<file path="config.mk">
export PLATFORM = sky130hd
export DESIGN_NAME = instr_phase_sequencer
export DESIGN_NICKNAME = d
export VERILOG_FILES = /design/src/rtl/instr_phase_sequencer.sv
export SDC_FILE = /design/constraint.sdc
export NUM_CORES = 1
export LEC_CHECK = 0
export ABC_AREA = 1
export CORE_UTILIZATION = 47
export CTS_CLUSTER_DIAMETER = 60
export DETAILED_ROUTE_END_ITERATION = 8
export HOLD_SLACK_MARGIN = 0.05
export PLACE_DENSITY = 0.8
export SYNTH_ARGS = -nofsm -noshare
export SYNTH_HDL_FRONTEND = slang
export SYNTH_SLANG_ARGS = --single-unit
</file>
<file path="constraint.sdc">
create_clock -name clk -period 1.2 [get_ports clk]
set_input_delay 0.24 -clock clk [delete_from_list [all_inputs] [get_ports clk]]
set_output_delay 0.24 -clock clk [all_outputs]
set_load 0.02 [all_outputs]
</file>
<file path="src/rtl/instr_phase_sequencer.sv">
// Multi-cycle instruction phase sequencer: steps each instruction through
// FETCH -> DECODE -> EXEC -> WB, with EXEC stall hold, run/halt control,
// a retired-instruction counter and a stall watchdog.
//
// Ports:
//   clk           rising-edge system clock
//   rst_n         synchronous active-low reset
//   run           level; lets a new instruction start from IDLE / after WB
//   halt_req      level; stop at the next instruction boundary
//   stall         datapath busy, only looked at while in EXEC
//   resume        pulse; leaves HALTED or ERROR back to IDLE
//   ph_fetch/ph_decode/ph_exec/ph_wb  one-hot phase indicators
//   instr_done    one-cycle pulse in the cycle after WB
//   retired_count completed instructions, wraps modulo 2^CNT_W
//   halted        high while in HALTED
//   stall_timeout high while in ERROR
module instr_phase_sequencer #(
  parameter int unsigned PHASES_PER_INSTR = 4,
  parameter int unsigned STALL_TIMEOUT    = 64,
  parameter int unsigned CNT_W            = 32
) (
  input  logic             clk,
  input  logic             rst_n,
  input  logic             run,
  input  logic             halt_req,
  input  logic             stall,
  input  logic             resume,
  output logic             ph_fetch,
  output logic             ph_decode,
  output logic             ph_exec,
  output logic             ph_wb,
  output logic             instr_done,
  output logic [CNT_W-1:0] retired_count,
  output logic             halted,
  output logic             stall_timeout
);

  // Counter must hold STALL_TIMEOUT itself on the cycle ERROR is entered.
  localparam int unsigned SCNT_W = $clog2(STALL_TIMEOUT + 1);

  if (PHASES_PER_INSTR != 4) begin : g_bad_phases
    $error("instr_phase_sequencer: PHASES_PER_INSTR must be 4");
  end
  if (STALL_TIMEOUT < 1) begin : g_bad_timeout
    $error("instr_phase_sequencer: STALL_TIMEOUT must be at least 1");
  end

  typedef enum logic [2:0] {
    S_IDLE   = 3'd0,
    S_FETCH  = 3'd1,
    S_DECODE = 3'd2,
    S_EXEC   = 3'd3,
    S_WB     = 3'd4,
    S_HALTED = 3'd5,
    S_ERROR  = 3'd6
  } state_t;

  state_t            state;
  state_t            state_nxt;
  logic [SCNT_W-1:0] stall_cnt;

  // Next-state decision; the last stalled EXEC cycle before the limit trips ERROR.
  always_comb begin
    state_nxt = S_IDLE;
    case (state)
      S_IDLE: begin
        if (halt_req)  state_nxt = S_HALTED;
        else if (run)  state_nxt = S_FETCH;
        else           state_nxt = S_IDLE;
      end
      S_FETCH:  state_nxt = S_DECODE;
      S_DECODE: state_nxt = S_EXEC;
      S_EXEC: begin
        if (!stall)                                       state_nxt = S_WB;
        else if (stall_cnt == SCNT_W'(STALL_TIMEOUT - 1)) state_nxt = S_ERROR;
        else                                              state_nxt = S_EXEC;
      end
      S_WB: begin
        if (halt_req)  state_nxt = S_HALTED;
        else if (run)  state_nxt = S_FETCH;
        else           state_nxt = S_IDLE;
      end
      S_HALTED: state_nxt = resume ? S_IDLE : S_HALTED;
      S_ERROR:  state_nxt = resume ? S_IDLE : S_ERROR;
      default:  state_nxt = S_IDLE;
    endcase
  end

  // State, counters and registered outputs (outputs follow the next state).
  always_ff @(posedge clk) begin
    if (!rst_n) begin
      state         <= S_IDLE;
      stall_cnt     <= '0;
      retired_count <= '0;
      instr_done    <= 1'b0;
      ph_fetch      <= 1'b0;
      ph_decode     <= 1'b0;
      ph_exec       <= 1'b0;
      ph_wb         <= 1'b0;
      halted        <= 1'b0;
      stall_timeout <= 1'b0;
    end else begin
      state <= state_nxt;

      // Only counts inside EXEC, so it is already zero on every EXEC entry.
      if (state != S_EXEC)  stall_cnt <= '0;
      else if (stall)       stall_cnt <= stall_cnt + SCNT_W'(1);

      instr_done <= (state == S_WB);
      if (state == S_WB) retired_count <= retired_count + CNT_W'(1);

      ph_fetch      <= (state_nxt == S_FETCH);
      ph_decode     <= (state_nxt == S_DECODE);
      ph_exec       <= (state_nxt == S_EXEC);
      ph_wb         <= (state_nxt == S_WB);
      halted        <= (state_nxt == S_HALTED);
      stall_timeout <= (state_nxt == S_ERROR);
    end
  end

endmodule

</file>
### Word-level counts from Yosys, hierarchy flattened

Index checks and enable logic that the tools add are counted.
W data, S select, Z words.

* $add $sub $neg: 2
* $mul: 0
* divide/modulo/power cells: 0
* $lt $le $gt $ge: 0
* equality and inequality tests: 14
* shifts and indexed selects: 0
* multiplexer cells: 7
* bitwise gates (word level): 1
* reduce and logical (&&, ||, !) cells: 3

Operators by type and width (number)
* $add A32 B1 Y32 const B: 1
* $eq A3 B3 Y1 const B: 6
* $pmux W3 S6: 1
* $mux W3: 5
* $eq A3 B2 Y1 const B: 4
* $add A7 B1 Y7 const B: 1
* $eq A7 B6 Y1 const B: 1
* $eq A3 B1 Y1 const B: 2
* $reduce_or A2 Y1: 2
* $logic_not A3 Y1: 1
* $ne A3 B2 Y1 const B: 1
* $mux W1: 1
* $not A1 Y1: 1

* flip-flop bits (word level): 49
* bits in latches: 0
* bits in writable memories: 0
* ROM bits: 0
* input port bits: 6
* output and inout port bits: 39
* logic and storage cells: 37
* memories: 0

### Logic depth before layout (Yosys ltp)

* word-level depth: 5
* gate-level depth with buffers: 9

### Least setup slack after synthesis

OpenSTA, ideal clock, no wires.

* kind: register to register
* start: register retired_count[0]
* end: register retired_count[24]
* setup time: 0.113 ns
* data arrival time: 1.455 ns
* path slack: -0.369 ns
* stages on the path, launching flop included: 9
* buffers on the path: 0
* path through: dfxtp_1 -> ha_1 -> nand3_1 -> nor2_1 -> nand2_4 -> nor2_4 -> nand4_1 -> nand2_1 -> nor2_1

* word-level cells in the longest chain between the ends: 1

Ends and longest elaborated chain
* from (decl): line 33 `output logic [CNT_W-1:0] retired_count,`
* from (signal assigned): line 110 `if (state == S_WB) retired_count <= retired_count + CNT_W'(1);`
* $add A32 B1 Y32: line 110

Every way passes these cells.
A chain may end at the register's enable or synchronous reset.

### Final worst setup path

* start: register state[0]
* end: register retired_count[7]

* word-level cells in the longest chain between the ends: 1

Ends and longest elaborated chain
* from (decl): line 58 `state_t state;`
* from (signal assigned): line 103 `state <= state_nxt;`
* $eq A3 B3 Y1: line 110

Every way passes these cells.

==> key figures <==
Timing
  – Worst-Margin Slew: 0.3512 ns
  – Peak Freq: 679.5 MHz
  – Post-route minimum period: 1.472 ns
  – Final hold vios: 0
  – Max-Slew Margin vs Limit: 0.7653
  – Final setup margin: -0.2717 ns
  – Post-Route Setup TNS: -5.050 ns
  – Final period util: 1.226
  – Setup violations, final: 37
  – Final Max Slew Viols: 0
  – Unrepaired setup endpoints after global routing: true
  – Clock skew: 0.008033 ns

Global route
  – Largest net degree at the start of global routing: 21
  – GRT Resource Usage Total: 0.2775
  – Vias in the first global route: 2624
  – First-pass GRT wire length: around 12 mm
  – Grt total ovfl: 0
  – Initial antenna violation count: 0

Synthesis
  – Synthesized net count: 402
  – Synth Instances: 394
  – Warnings, synthesis: 0
  – Area fraction of the dominant cell type after synthesis: 0.3866
  – Area leader, netlist: dfxtp_1
  – Synth cell types: 29
  – Synth Area per Inst: between 6 and 7 um^2
  – Register area share after synthesis: 0.3866
  – Ranking of synthesized cells by area: dfxtp_1 39%, nand2_1 16%, nor2_1 12%
  – Mapped Area: 2537 um^2
  – Yosys reg bits: 49

Worst setup path
  – Critical path type: flip-flop to flip-flop
  – Req. time, crit path: 1.43 ns
  – Critical Path Sink Type: flip-flop
  – Setup crit start kind: flip-flop
  – CP Data Arrival Time: 1.70 ns
  – Critical path peak fanout: 7

Floorplan
  – Die Y-Extent: ~75 um
  – Die width: ~75 um
  – Initial Util: 0.4937
  – I/O Pins: 45
  – Die Footprint: 5696 um^2
  – Placeable Area: around 5100 um^2
  – Core Rows: 26

Placed design
  – Port Buffers: 44
  – Hpwl dp: between 5 and 6 mm
  – Placed cell count: 550
  – Placer Congestion: 0.9698

Routing
  – DRC viols: 0
  – Routed Antenna Nets: 0
  – Vias per cell: 5.295
  – Via count: 3050
  – DR WL/cell: about 15 um
  – DRT iter0 DRCs: 240
  – Iteration count of the initial detailed-routing pass: 5
  – WL final: 8.463 mm

Finish
  – P&R area growth vs syn: 56.21%
  – Layout Nets: 513
  – Diode count: 0
  – Fillers: 382
  – Most common cell after layout, fill and taps aside: nand2_1
  – Share of layout cells above drive strength 1: 0.4486
  – Most frequent cells in the layout: 89 x nand2_1, 64 x nor2_1, 59 x buf_4
  – Layout Cells excl Fill: around 580
  – Final core utilization: 0.7712

Status
  – Status: finished with violations
  – Failing checks: negative setup slack

Clock network
  – Hold buffers post-CTS: 0
  – Root Driver: clkbuf_8
  – Worst skew pair latency: a little over 0.3 ns
  – CTS buffer count: 5
  – Clk slew on worst S/H paths: 0.09 ns
  – Clock tree from TritonCTS: yes
  – H-tree Lvls: 2
  – Clk sink count: 49
  – Max Buffers Root-to-Sink: 2

Job
  – Max-cap violations: 0

Power
  – Total power: 3871 uW
  – Pwr Density: ~980 nW/um^2
  – Leakage Power: around 0.0018 uW
  – Worst vdd ir: 0.0008853 V

Worst hold path
  – Min-Delay Path Class: input pin to flip-flop
[cell usage after synthesis]
master / n
a21oi_1: 14
a31oi_1: 1
and2_1: 1
buf_1: 1
buf_2: 1
buf_4: 2
clkbuf_1: 1
dfxtp_1: 49
ha_1: 2
inv_1: 55
inv_2: 1
nand2_1: 105
nand2_2: 3
nand2_4: 2
nand3_1: 28
nand3_2: 3
nand4_1: 7
nor2_1: 81
nor2_2: 4
nor2_4: 3
nor2_8: 1
nor3_1: 8
nor3b_1: 2
nor3b_2: 1
o21ai_0: 11
or2_1: 1
or2_2: 1
xnor2_1: 1
xor2_1: 4
[repair_timing]
action / CTS / global route
resized for setup: 149 / 94
endpoints found under the setup margin: 79 / 68
buffers inserted: 8 / 10
pin swaps: 23 / 25
[cell families after synthesis]
| family | synth area share |
|---|---|
| AOI/OAI and AO/OA | 0.05178 |
| xor gates and xnor gates | 0.01726 |
| adders and majority gates | 0.009860 |
| buffers and inverters | 0.09368 |
| DFF | 0.3866 |
| and+or+nand+nor | 0.4408 |
[report_power, final]
group          switching [uW]  internal (uW)  leakage, uW  total [uW]
sequential               57.1           1680     0.000416        1740
combinational             448            330      0.00131         777
clock                     600            756    0.0000669        1360
total                    1100           2770      0.00179        3870
[path summary, 6_finish.rpt]
kind                             start  depth (start not counted)                             to  slack [ns]
max reg2reg        state[0]$_SDFF_PN0_                          8  retired_count[7]$_SDFFE_PN0N_       -0.27
max                state[0]$_SDFF_PN0_                          8  retired_count[7]$_SDFFE_PN0N_       -0.27
min                              stall                          4      stall_cnt[2]$_SDFFE_PP0P_        0.38
min reg2reg  stall_cnt[2]$_SDFFE_PP0P_                          2      stall_cnt[2]$_SDFFE_PP0P_        0.49
[stage by stage]
step | setup slack (ns) | area [um^2] | hold WS, ns
finish | -0.2717 | 3964 | 0.3810
global route | -0.3480 | 3964 | 0.3926
CTS | -0.1728 | 3779 | 0.4791
detailed placement | -0.3409 | 3515 | 0.4648
global placement | -0.2619 | 3515 | 0.4633
floorplan | -0.06623 | 2661 | 0.3294
[registers in the layout, indices dropped and copies added, names as in the netlist]
name / cells
ph_decode: 1
stall_timeout: 1
instr_done: 1
retired_count: 32
ph_fetch: 1
ph_exec: 1
state: 3
ph_wb: 1
stall_cnt: 7
halted: 1
[critical path, stage by stage (launching register included)]
cell and delay (ns):
dfxtp_4 0.38, inv_4 0.07, nand2_4 0.07, nor2_8 0.19, buf_4 0.15, nand3_2 0.11
buf_4 0.16, xor2_1 0.13, nor2_1 0.13
[routing by layer]
metal / wire, um / up-vias / part of all wire / global-route usage
li1: - / 1442 / - / -
met1: 3240 / 1406 / 0.38 / 0.3428
met2: 4375 / 155 / 0.52 / 0.4802
met3: 493 / 47 / 0.058 / 0.05159
met4: 354 / 0 / 0.042 / 0.1049
met5: 0 / - / 0 / 0
[cell type report]
| cell class | count | area, um^2 | area share |
|---|---|---|---|
| clock inverter | 2 | 38.79 | 0.009785 |
| sequential | 49 | 1046 | 0.2639 |
| inverter | 56 | 217.7 | 0.05492 |
| tap | 70 | 87.58 | 0.02210 |
| multi-input combinational | 284 | 1682 | 0.4242 |
| timing repair buffer | 109 | 798.3 | 0.2014 |
| clock buffer | 6 | 93.84 | 0.02367 |
No activity file was read; power rests on OpenSTA's default activity.
